`config.mk`:
```
export PLATFORM = sky130hd
export DESIGN_NAME = scan_chain_ctrl
export DESIGN_NICKNAME = d
export VERILOG_FILES = /design/src/rtl/scan_pkg.sv /design/src/rtl/scan_cnt.sv /design/src/rtl/scan_chain_ctrl.sv
export SDC_FILE = /design/constraint.sdc
export NUM_CORES = 1
export LEC_CHECK = 0
export ABC_AREA = 0
export CAP_MARGIN = 20
export CORE_ASPECT_RATIO = 0.9
export CORE_UTILIZATION = 43
export CTS_BUF_LIST = sky130_fd_sc_hd__clkbuf_4
export DETAILED_ROUTE_END_ITERATION = 10
export GPL_TIMING_DRIVEN = 0
export PLACE_DENSITY = 0.69
export SKIP_CTS_REPAIR_TIMING = 1
export SYNTH_ARGS = -nofsm -noshare
export SYNTH_HDL_FRONTEND = slang
export SYNTH_SLANG_ARGS = --single-unit
```
`constraint.sdc`:
```
create_clock -name clk -period 3.46 [get_ports clk]
set_clock_uncertainty 0.05 [all_clocks]
set_input_delay 0.692 -clock clk [delete_from_list [all_inputs] [get_ports clk]]
set_output_delay 0.692 -clock clk [all_outputs]
set_load 0.03 [all_outputs]
```
`src/rtl/scan_pkg.sv`:
```
// rtl/scan_pkg.sv - shared state encoding and counter sizing for the scan chain sequencer
package scan_pkg;

  typedef enum logic [2:0] {
    S_IDLE    = 3'd0,
    S_LOAD    = 3'd1,
    S_CAPTURE = 3'd2,
    S_UNLOAD  = 3'd3,
    S_DONE    = 3'd4
  } state_t;

  function automatic int cnt_w(input int a, input int b);
    int m;
    m = (a > b) ? a : b;
    return (m <= 2) ? 1 : $clog2(m);
  endfunction

endpackage

```
`src/rtl/scan_cnt.sv`:
```
// rtl/scan_cnt.sv - loadable down counter with terminal-count flag, reused per scan phase
module scan_cnt #(
  parameter int W = 2
) (
  input  logic         clk,
  input  logic         rst_n,
  input  logic         i_load,
  input  logic [W-1:0] i_load_val,
  input  logic         i_dec,
  output logic [W-1:0] o_cnt,
  output logic         o_tc
);

  logic [W-1:0] r_cnt;

  // Saturates at zero so a phase can never wrap its own count.
  always_ff @(posedge clk or negedge rst_n) begin
    if (!rst_n) begin
      r_cnt <= '0;
    end else if (i_load) begin
      r_cnt <= i_load_val;
    end else if (i_dec && (r_cnt != '0)) begin
      r_cnt <= r_cnt - 1'b1;
    end
  end

  assign o_cnt = r_cnt;
  assign o_tc  = (r_cnt == '0);

endmodule

```
`src/rtl/scan_chain_ctrl.sv`:
```
// rtl/scan_chain_ctrl.sv - load/capture/unload sequencer for one scan chain
module scan_chain_ctrl
  import scan_pkg::*;
#(
  parameter int   CHAIN_LEN  = 4,
  parameter int   CAP_CYCLES = 1,
  parameter logic FILL_BIT   = 1'b0
) (
  input  logic                 clk,
  input  logic                 r,
  input  logic                 start,
  input  logic [CHAIN_LEN-1:0] pattern_in,
  input  logic                 scan_out,
  output logic                 scan_en,
  output logic                 scan_in,
  output logic                 busy,
  output logic                 done,
  output logic [CHAIN_LEN-1:0] result
);

  localparam int               CNT_W      = cnt_w(CHAIN_LEN, CAP_CYCLES);
  localparam logic [CNT_W-1:0] SHIFT_LAST = CNT_W'(CHAIN_LEN - 1);
  localparam logic [CNT_W-1:0] CAP_LAST   = CNT_W'(CAP_CYCLES - 1);

  state_t               r_state, w_nxt_state;
  logic [CHAIN_LEN-1:0] r_pat, r_result;
  logic                 r_scan_en, r_scan_in, r_busy, r_done;
  logic                 w_se, w_si, w_busy, w_done;
  logic                 w_load, w_dec, w_pat_load, w_tc;
  logic [CNT_W-1:0]     w_load_val, w_cnt, w_cnt_m1;

  scan_cnt #(.W(CNT_W)) u_cnt (
    .clk        (clk),
    .rst_n      (r),
    .i_load     (w_load),
    .i_load_val (w_load_val),
    .i_dec      (w_dec),
    .o_cnt      (w_cnt),
    .o_tc       (w_tc)
  );

  // The counter runs down, so it doubles as the MSB-first pattern index.
  assign w_cnt_m1 = w_cnt - 1'b1;

  // Outputs are decoded for the coming cycle and then registered.
  always_comb begin
    w_nxt_state = r_state;
    w_se        = 1'b0;
    w_si        = 1'b0;
    w_busy      = 1'b0;
    w_done      = 1'b0;
    w_load      = 1'b0;
    w_load_val  = '0;
    w_dec       = 1'b0;
    w_pat_load  = 1'b0;
    case (r_state)
      S_IDLE: begin
        if (start) begin
          w_nxt_state = S_LOAD;
          w_pat_load  = 1'b1;
          w_load      = 1'b1;
          w_load_val  = SHIFT_LAST;
          w_se        = 1'b1;
          w_si        = pattern_in[CHAIN_LEN-1];
          w_busy      = 1'b1;
        end
      end
      S_LOAD: begin
        w_busy = 1'b1;
        if (w_tc) begin
          w_nxt_state = S_CAPTURE;
          w_load      = 1'b1;
          w_load_val  = CAP_LAST;
        end else begin
          w_dec = 1'b1;
          w_se  = 1'b1;
          w_si  = r_pat[w_cnt_m1];
        end
      end
      S_CAPTURE: begin
        w_busy = 1'b1;
        if (w_tc) begin
          w_nxt_state = S_UNLOAD;
          w_load      = 1'b1;
          w_load_val  = SHIFT_LAST;
          w_se        = 1'b1;
          w_si        = FILL_BIT;
        end else begin
          w_dec = 1'b1;
        end
      end
      S_UNLOAD: begin
        if (w_tc) begin
          w_nxt_state = S_DONE;
          w_done      = 1'b1;
        end else begin
          w_dec  = 1'b1;
          w_se   = 1'b1;
          w_si   = FILL_BIT;
          w_busy = 1'b1;
        end
      end
      default: w_nxt_state = S_IDLE;
    endcase
  end

  always_ff @(posedge clk or negedge r) begin
    if (!r) begin
      r_state   <= S_IDLE;
      r_scan_en <= 1'b0;
      r_scan_in <= 1'b0;
      r_busy    <= 1'b0;
      r_done    <= 1'b0;
      r_pat     <= '0;
      r_result  <= '0;
    end else begin
      r_state   <= w_nxt_state;
      r_scan_en <= w_se;
      r_scan_in <= w_si;
      r_busy    <= w_busy;
      r_done    <= w_done;
      if (w_pat_load) r_pat <= pattern_in;
      if (r_state == S_UNLOAD) r_result <= {r_result[CHAIN_LEN-2:0], scan_out};
    end
  end

  assign scan_en = r_scan_en;
  assign scan_in = r_scan_in;
  assign busy    = r_busy;
  assign done    = r_done;
  assign result  = r_result;

endmodule

```
==> results of run 1 <==
==> layout make-up <==
type                            count  area (µm²)  area share
Buffer                              4       40.04     0.04025
Timing Repair Buffer               15       150.1      0.1509
Inverter                            4       15.01     0.01509
Clock buffer                        3       22.52     0.02264
Sequential cell                    17       425.4      0.4277
Multi-Input combinational cell     34       306.5      0.3082
Clock inverter                      1       5.005    0.005031
Tap cell                           24       30.03     0.03019
==> layer usage <==
metal / global-route usage / vias to the layer above / share of wire / routed length [µm]
met1: 0.2085 / 261 / 0.46 / 592
met2: 0.2500 / 14 / 0.47 / 600
li1: - / 248 / - / -
met4: 0.05143 / 0 / 0.0094 / 12
met3: 0.06466 / 2 / 0.054 / 69
met5: 0 / - / 0 / 0
==> metrics by stage <==
stage,utilization,cells,cell area (µm²),setup slack (ns),hold WS (ns)
floorplan,-,59,787.0,1.954,0.3464
global placement,0.5692,98,967.2,1.321,0.4364
detailed placement,0.5692,98,967.2,1.329,0.4377
CTS,0.5854,102,994.7,1.357,0.4604
global route,0.5854,102,994.7,1.323,0.4793
finish,0.5854,102,994.7,1.371,0.4547
==> cell usage after synthesis (all sizes together) (2+ instances only) <==
master / instances / share of area
buf: 2 / 0.029
clkbuf: 2 / 0.022
dfrtp: 17 / 0.54
inv: 4 / 0.019
mux2: 8 / 0.11
nand2: 3 / 0.014
nor2: 6 / 0.029
nor4b: 2 / 0.041
==> sequential cells by signal (all words and copies together) (netlist names) <==
| signal | cells |
|---|---|
| result | 4 |
| done | 1 |
| scan_en | 1 |
| scan_in | 1 |
| r_pat | 4 |
| r_state | 3 |
| u_cnt.o_cnt | 2 |
| busy | 1 |
==> worst reg2reg max path: cells and delay by family (launching register included) <==
family / cells / cell delay, ns
adders and majority gates: 1 / 0.15
buffers and inverters: 3 / 0.54
muxes: 1 / 0.16
DFF: 1 / 0.46
AOI/OAI and AO/OA: 1 / 0.29
==> cells by family after synthesis <==
family / Yosys count / synth area share
DFF: 17 / 0.5405
and+or+nand+nor: 15 / 0.1240
muxes: 10 / 0.1606
buffers and inverters: 8 / 0.06994
AOI/OAI and AO/OA: 7 / 0.07790
xor gates and xnor gates: 1 / 0.01113
adders and majority gates: 1 / 0.01590
==> worst min path at each step <==
stage	startpoint	to	slack (ns)	depth (start not counted)
finish	r_pat[2]	r_pat[2]	0.45	1
global route	r_pat[2]	r_pat[2]	0.48	1
CTS	r_pat[2]	r_pat[2]	0.46	1
detailed placement	r_pat[2]	r_pat[2]	0.44	1
global placement	r_pat[2]	r_pat[2]	0.44	1
floorplan	r	busy	0.35	0
==> report_power, final <==
part	total, W	internal (W)	switching, W
Clock	0.000103	0.0000429	0.0000599
Combinational	0.000523	0.000266	0.000257
Sequential	0.000343	0.000292	0.0000510
Total	0.000968	0.000600	0.000368
==> summary by stage, run 1 <==
Synth
The average footprint of a synthesized cell is 13.34 µm². In this run, synthesis inferred 0 flip-flops with an integrated enable. The synthesized design contains 17 register bits. The async set-or-reset flop fraction in the synthesized netlist is 1.000.

The most frequently used flop master after synthesis is sky130_fd_sc_hd__dfrtp_1. The count of yosys warnings during synthesis is 0. The sequential fraction of the synthesis area is 0.5405. The cell area that synthesis handed to floorplanning was just under 800 µm². The number of instances in the synthesized netlist is 59. The number of nets handed over by synthesis was between 60 and 70. The number of different library cells in the post-synthesis netlist is 25.

Power
The power per cell area is approximately 1000 nW/µm². The total power consumption of the routed design is 0.0009681 W. The largest voltage drop on the vdd net is approximately 0.51 mV.

The leakage power figure is about 0.43 nW.

Critical path
The start-to-end type of the worst setup path is reg -> out. For flop-to-flop paths, the worst setup slack is between 1.5 and 2 ns. The number of cells on the worst reg-to-reg path is 6. For the worst setup path, the data required time is 2.72 ns. The startpoint identified for the worst register-to-register timing path is u_cnt.o_cnt[0]. STA classifies the critical path startpoint as a register. The number of buffer and inverter stages on the critical path is 1. The highest fanout seen on the critical path is 3. The arrival time of the worst setup path is ~1.4 ns.

Tracing the worst setup path back leads to its startpoint at result[0]. The cell count along the critical path is 1. The critical path goes through clkdlybuf4s50_1. The delay of the slowest critical-path stage is 0.68 ns. The cell family contributing the most delay on the critical path is buffers and inverters.

The slowest stage of the critical path belongs to the cell sky130_fd_sc_hd__clkdlybuf4s50_1. The worst register-to-register path ends at u_cnt.o_cnt[1]. The worst setup path is captured at an output pin. In this run the worst setup path terminates at result[0].

Timing
The slew at the pin with the worst max-slew slack is 0.7186 ns. The shortest period the worst path allows is 2.089 ns. Setup violations remaining at the end of the flow were counted as 0. The final hold violation count came to 0. The max-slew violation total from the final report came to 0. The final critical-path share of the clock period is 0.6036. The highest achievable clock rate is around 0.48 GHz.

Setup repair after global routing left no endpoint under its margin. The worst pin sits at a relative slew slack of 0.5194. The final setup TNS is 0 ns.

Clocking
In this run the number of H-tree levels came out at 1. The number of clock buffers added by TritonCTS is 3. After clock tree synthesis, the clock-pin slew on the worst setup and hold paths is approximately 0.10 ns. For this design, the sink count on the clock tree is 17.

No sink is reached through more buffers than the 2 on the longest clock path. The clock latency on the worst-skew pair is 0.28 ns. The CTS tree is yes. The tree is rooted in a sky130_fd_sc_hd__clkbuf_4.

Die
The full die area is between 2000 and 2500 µm². The initial utilization of the core area, before any placement, comes to 0.4632. The top-level port count is 16. The die is between 40 and 50 µm wide. The area inside the core boundary is about 1700 µm². The die is 42.59 µm tall.

After floorplanning, the core was divided into 14 placement rows.

Min path
The worst hold path belongs to the class reg -> reg.

Routing
The remaining routing DRC violations is 0. The detailed-route vias per instance is around 5.1. The length of the first detailed-routing pass in iterations is 4. Dividing the detail-routed wire length by the instance count gives about 13 µm.

For this block, the initial DRC count from the detailed router was 5. Summing over every cut layer, the via total after detailed routing is roughly 530. The total wire length after detailed routing is around 1.3 mm. The number of nets with antenna violations after routing is 0.

Cells and area
The fraction of final layout cells sized beyond drive strength 1 is 0.2436. The library cell used most frequently in the layout, excluding fill and tap cells, is sky130_fd_sc_hd__dfrtp_1. The antenna cell count is 0. The number of fill cells is 160.

The area growth from synthesis to layout is 26.39%. In the layout the commonest cells are sky130_fd_sc_hd__dfrtp_1 (17), sky130_fd_sc_hd__clkdlybuf4s50_1 (15), sky130_fd_sc_hd__mux2_2 (8), sky130_fd_sc_hd__nor2_1 (6), sky130_fd_sc_hd__inv_1 (4). At the end of the flow, the number of nets in the layout was between 80 and 90.

Job
Across the run, the number of max-cap violations was 0.

GRT
Global routing finished with a remaining overflow of 0. The first global-routing pass estimated 2.242 mm of wire. The number of global-route vias before repair was about 500. Entering global routing, the biggest net connects 18 pins. The initial antenna violation count is 0. The global-route usage over all layers is 0.1632.

Outcome
The run finished with clean final reports.

Place
The routability congestion estimate from global placement is between 0.7 and 0.8. The count of buffers inserted at the top-level ports is 15. The sum of net half-perimeters after detailed placement is roughly 950 µm.
(Power assumes the default switching activity.)
==> run 2, diff against run 1 <==
- clock period: 3.46 -> 2.1 ns (I/O delays scaled with it)
==> results of run 2 <==
The final DEF is identical to that of run 1. Status: complete, no violations.
Main changes from that run: setup slack after placement 1.329 ns -> 0.2409 ns; setup slack after layout 1.371 ns -> 0.2834 ns; register-to-register setup slack 1.71 ns -> 0.35 ns; total power 0.0009681 W -> 0.001595 W; worst IR drop on VDD 0.5063 mV -> 0.8342 mV
